### config.mk
export PLATFORM = sky130hd
export DESIGN_NAME = dmem_arbiter
export DESIGN_NICKNAME = d
export VERILOG_FILES = /design/src/rtl/dmem_arbiter.sv
export SDC_FILE = /design/constraint.sdc
export NUM_CORES = 1
export LEC_CHECK = 0
export ABC_AREA = 1
export CAP_MARGIN = 20
export CORE_MARGIN = 5
export CORE_UTILIZATION = 26
export CTS_CLUSTER_DIAMETER = 60
export DETAILED_ROUTE_END_ITERATION = 8
export PLACE_DENSITY_LB_ADDON = 0.2
export SYNTH_ARGS = -nofsm -noshare
export SYNTH_HDL_FRONTEND = slang
export SYNTH_SLANG_ARGS = --single-unit
### constraint.sdc
create_clock -name clk -period 3.4 [get_ports clk]
set_input_delay 0.34 -clock clk [delete_from_list [all_inputs] [get_ports clk]]
set_output_delay 0.34 -clock clk [all_outputs]
set_load 0.01 [all_outputs]
### src/rtl/dmem_arbiter.sv
`default_nettype none
// ============================================================================
// Module      : dmem_arbiter
// Description : Round-robin arbiter between core and DMA load/store ports onto
//               a single-ported data memory, with legality/alignment checking.
// Revision    : 1.0 - initial release
// ============================================================================
module dmem_arbiter (
    input  logic        clk,
    input  logic        reset,
    input  logic        core_req,
    input  logic        core_we,
    input  logic [2:0]  core_funct3,
    input  logic [31:0] core_addr,
    input  logic [31:0] core_wdata,
    output logic        core_gnt,
    output logic        core_rvalid,
    output logic        core_err,
    output logic [31:0] core_rdata,
    input  logic        dma_req,
    input  logic        dma_we,
    input  logic [2:0]  dma_funct3,
    input  logic [31:0] dma_addr,
    input  logic [31:0] dma_wdata,
    output logic        dma_gnt,
    output logic        dma_rvalid,
    output logic        dma_err,
    output logic [31:0] dma_rdata,
    output logic        mem_read,
    output logic        mem_write,
    output logic [2:0]  mem_funct3,
    output logic [31:0] mem_addr,
    output logic [31:0] mem_wdata,
    input  logic [31:0] mem_rdata
);

    localparam logic [1:0] c_IDLE   = 2'd0;
    localparam logic [1:0] c_ACCESS = 2'd1;
    localparam logic [1:0] c_RESP   = 2'd2;

    localparam logic c_OWNER_CORE = 1'b0;
    localparam logic c_OWNER_DMA  = 1'b1;

    logic [1:0]  r_state;
    logic        r_ready;
    logic        r_last_grant;
    logic        r_owner;
    logic        r_we;
    logic [2:0]  r_funct3;
    logic [31:0] r_addr;
    logic [31:0] r_wdata;
    logic [31:0] r_core_rdata;
    logic [31:0] r_dma_rdata;
    logic        r_core_err;
    logic        r_dma_err;

    logic        w_can_grant;
    logic        w_gnt_core;
    logic        w_gnt_dma;
    logic        w_legal;
    logic [31:0] w_resp_data;

    // r_ready holds off grants until one full clock cycle has elapsed after reset release
    assign w_can_grant = r_ready && ((r_state == c_IDLE) || (r_state == c_RESP));
    assign w_gnt_core  = w_can_grant && core_req && (!dma_req || (r_last_grant == c_OWNER_DMA));
    assign w_gnt_dma   = w_can_grant && dma_req && !w_gnt_core;

    always_comb begin
        w_legal = 1'b0;
        case (r_funct3)
            3'b000:  w_legal = 1'b1;
            3'b001:  w_legal = ~r_addr[0];
            3'b010:  w_legal = (r_addr[1:0] == 2'b00);
            3'b100:  w_legal = ~r_we;
            3'b101:  w_legal = ~r_we & ~r_addr[0];
            default: w_legal = 1'b0;
        endcase
    end

    assign w_resp_data = (w_legal && !r_we) ? mem_rdata : 32'd0;

    always_ff @(posedge clk or negedge reset) begin
        if (!reset) begin
            r_state      <= c_IDLE;
            r_ready      <= 1'b0;
            r_last_grant <= c_OWNER_DMA;
            r_owner      <= c_OWNER_CORE;
            r_we         <= 1'b0;
            r_funct3     <= 3'd0;
            r_addr       <= 32'd0;
            r_wdata      <= 32'd0;
            r_core_rdata <= 32'd0;
            r_dma_rdata  <= 32'd0;
            r_core_err   <= 1'b0;
            r_dma_err    <= 1'b0;
        end else begin
            r_ready <= 1'b1;
            case (r_state)
                c_IDLE, c_RESP: begin
                    if (w_gnt_core || w_gnt_dma) begin
                        r_state      <= c_ACCESS;
                        r_owner      <= w_gnt_dma;
                        r_last_grant <= w_gnt_dma;
                        r_we         <= w_gnt_dma ? dma_we     : core_we;
                        r_funct3     <= w_gnt_dma ? dma_funct3 : core_funct3;
                        r_addr       <= w_gnt_dma ? dma_addr   : core_addr;
                        r_wdata      <= w_gnt_dma ? dma_wdata  : core_wdata;
                    end else begin
                        r_state <= c_IDLE;
                    end
                end
                c_ACCESS: begin
                    // Response registers are per port so each holds until its next response
                    r_state <= c_RESP;
                    if (r_owner == c_OWNER_DMA) begin
                        r_dma_rdata <= w_resp_data;
                        r_dma_err   <= ~w_legal;
                    end else begin
                        r_core_rdata <= w_resp_data;
                        r_core_err   <= ~w_legal;
                    end
                end
                default: r_state <= c_IDLE;
            endcase
        end
    end

    assign core_gnt    = w_gnt_core;
    assign dma_gnt     = w_gnt_dma;
    assign core_rvalid = (r_state == c_RESP) && (r_owner == c_OWNER_CORE);
    assign dma_rvalid  = (r_state == c_RESP) && (r_owner == c_OWNER_DMA);
    assign core_rdata  = r_core_rdata;
    assign dma_rdata   = r_dma_rdata;
    assign core_err    = r_core_err;
    assign dma_err     = r_dma_err;

    assign mem_read    = (r_state == c_ACCESS) && w_legal && !r_we;
    assign mem_write   = (r_state == c_ACCESS) && w_legal && r_we;
    assign mem_funct3  = r_funct3;
    assign mem_addr    = r_addr;
    assign mem_wdata   = r_wdata;

endmodule
`default_nettype wire

==> impl_metrics.ini <==
[synthesis]
postSynthAreaPerCell_um2 = 7.61
ys.warnings.count = 0
synth_seq_cells = 139
synth_nets = 1078
synth_cell_type_count = 22
ys_seq_area_frac = 0.504
synth_cells = 906
netlist_area_um2 = 6900

[clocking]
root_buffer = clkbuf_16
cts_max_level = 4
postCtsSetupBuffers = 0
clock-sinks = 139
clock_path_buffers = 2
tritoncts = built
ctsResizeCount = 0
cts_buffers = 17
clk_pin_slew_worst_paths_ns = 0.07
clk_latency_ns = 0.42
ctsHoldBuffers = 1

[timing]
tns_ns = 0
max_freq_ghz = 0.415
finalClockSkew_ns = 0.00974
fin_crit_ns = 2.41
setup_viol = 0
period_share = 0.708
hold_viol_final = 0
maxSlewViolCount = 0
rsz0062_at_grt = no
worstMarginPinSlew_ns = 0.739
max-slew-margin-rel = 0.508

[critical_path]
path_max_fanout = 16
crit_slowest_cell = clkdlybuf4s50_1
crit_path_cell_trace = inv_2, nand2_2, inv_2, nand3_4, inv_2, clkdlybuf4s50_1
end_kind = primary output
worstSetupStartpointType = flop
arrival_ns = 2.07
crit_type = reg2out
reg2reg_slack_ns = 1.54
crit_family = buffers and inverters
critical_path_buf_inv_count = 4
crit_required_ns = 3.06
critPathMaxStageDelay_ns = 0.56
crit_top_cell = inv_2

[route]
drc = 0
drtIter0Drc = 453
vias = 6943
routed_wl_um = 25500
wl_per_cell_um = 16.7
dr.pass1.iters = 5
via_per_inst = 4.54
ant_nets = 0

[floorplanning]
die_width_um = 173
dieArea_um2 = 29900
io_pins = 311
row_count = 59
core_area_um2 = 26100
die_h_um = 173
initial_core_util = 0.265

[power_and_ir_drop]
power_density_nw_per_um2 = 632
max-vdd-ir-drop_mv = 0.277
leakagePower_nw = 5.37

[cells_and_area]
n_fill_cell = 2694
drive_above_1_share = 0.0552
antenna_cells = 0
area_growth_pct = 56.9
finalNonFillerCells = 1530
finalNetCount = 1354

[grt]
grt_max_degree = 77
grtUsageTotal = 0.168
grt_first_pass_wirelength_um = 40600
antenna_found_initial = 0
grt_pass1_vias = 7069
grt.overflow.total = 0

[hold_path]
hp-class = in2async

[place]
dp_hpwl_um = 17600
dp.cells = 1497
gp_congestion = 0.798
numPortBuffers = 310

[job]
cap_violations = 0

[status]
status = complete, no violations
[synthesized netlist by cell type]
cell,instances,area share
clkbuf_1,24,0.013
nand2_2,3,0.0027
nor2_2,3,0.0027
nor2_4,1,0.0016
buf_4,8,0.0087
inv_1,136,0.074
buf_2,31,0.022
nand3_1,202,0.15
nor2_1,3,0.0016
conb_1,1,0.00054
nand3_4,1,0.0025
nand2_4,1,0.0016
dfrtp_1,138,0.50
buf_6,1,0.0016
o21ai_0,2,0.0015
a21oi_1,2,0.0015
nor3_1,2,0.0015
nand2_1,272,0.15
nand4_1,64,0.058
inv_2,7,0.0038
buf_1,3,0.0016
dfstp_2,1,0.0038
[routing by layer]
metal  vias up  wire [um]  track usage  part of all wire
met4         0        512       0.0518             0.020
met2       252      11700        0.266              0.46
li1       3427          -            -                 -
met5         -          0            0                 0
met3        28       2470       0.0686             0.097
met1      3236      10800        0.212              0.42
[registers in the layout (all words and copies together), names as in the netlist, 2 cells and up]
register	cells
mem_wdata	32
mem_funct3	3
core_rdata	32
mem_addr	32
dma_rdata	32
r_state	2
[metrics by stage]
stage | total power [mW] | instance area [um2] | util | hold slack [ns] | setup WS, ns
CTS | 6.96 | 10800 | 0.415 | 0.462 | 0.952
global placement | 4.96 | 10200 | 0.392 | 0.386 | 1.14
global route | 7.30 | 10800 | 0.415 | 0.472 | 0.854
detailed placement | 4.96 | 10200 | 0.392 | 0.376 | 1.09
floorplan | 3.45 | 6900 | - | 0.0444 | 1.97
finish | 6.84 | 10800 | 0.415 | 0.471 | 0.993
[worst paths after layout]
path | startpoint | to | cells past startpoint
worst max register to register | r_state[0] | r_owner | 6
min in group clk | core_rdata[21] | core_rdata[21] | 2
worst max-delay path | r_state[0] | core_gnt | 6
worst min register to register | core_rdata[21] | core_rdata[21] | 2
worst min-delay path | reset | dma_rdata[26] | 2
max in group asynchronous | reset | mem_addr[12] | 3
[worst register-to-register path, delay by kind of cell, from the launching register on]
kind / cells / cell delay (ns)
buffers and inverters: 3 / 0.75
flip-flops: 1 / 0.41
AND/OR/NAND/NOR: 2 / 0.30
AO/OA/AOI/OAI: 1 / 0.24
[cell type report]
cell class	instances	area, um2	share of cell area
flip-flops and latches	139	3480	0.321
inverters	143	537	0.0496
repair buffers	324	3220	0.298
clock inverters	13	154	0.0142
multi-input cells	557	2560	0.236
clock buffers	19	453	0.0418
well taps	335	419	0.0387
[cell families after synthesis]
kind of cell | count (synthesis) | synth area share
simple gates | 552 | 0.367
other cells | 1 | 0.000544
flops | 139 | 0.504
buf+inv | 210 | 0.125
compound gates | 4 | 0.00290
[power breakdown]
group / leakage, nW / total [mW] / internal, mW / switching, mW
Sequential: 1.75 / 2.41 / 2.13 / 0.284
Combinational: 3.32 / 2.48 / 1.26 / 1.22
Clock: 0.297 / 1.95 / 1.14 / 0.806
Total: 5.37 / 6.84 / 4.53 / 2.31
[cell usage in the layout, fill, tap and decap left out, types with 2 or more instances in the layout]
| cell type | instances |
|---|---|
| a21oi_1 | 2 |
| buf_4 | 12 |
| bufinv_16 | 2 |
| clkbuf_16 | 17 |
| clkbuf_8 | 2 |
| clkdlybuf4s50_1 | 309 |
| clkinv_4 | 3 |
| dfrtp_1 | 138 |
| inv_1 | 135 |
| inv_2 | 8 |
| inv_6 | 5 |
| nand2_1 | 270 |
| nand2_2 | 5 |
| nand3_1 | 202 |
| nand4_1 | 64 |
| nor2_1 | 3 |
| nor2_2 | 3 |
| nor3_1 | 2 |
| o21ai_0 | 2 |
Note: power is estimated with default switching activity, not from simulation.
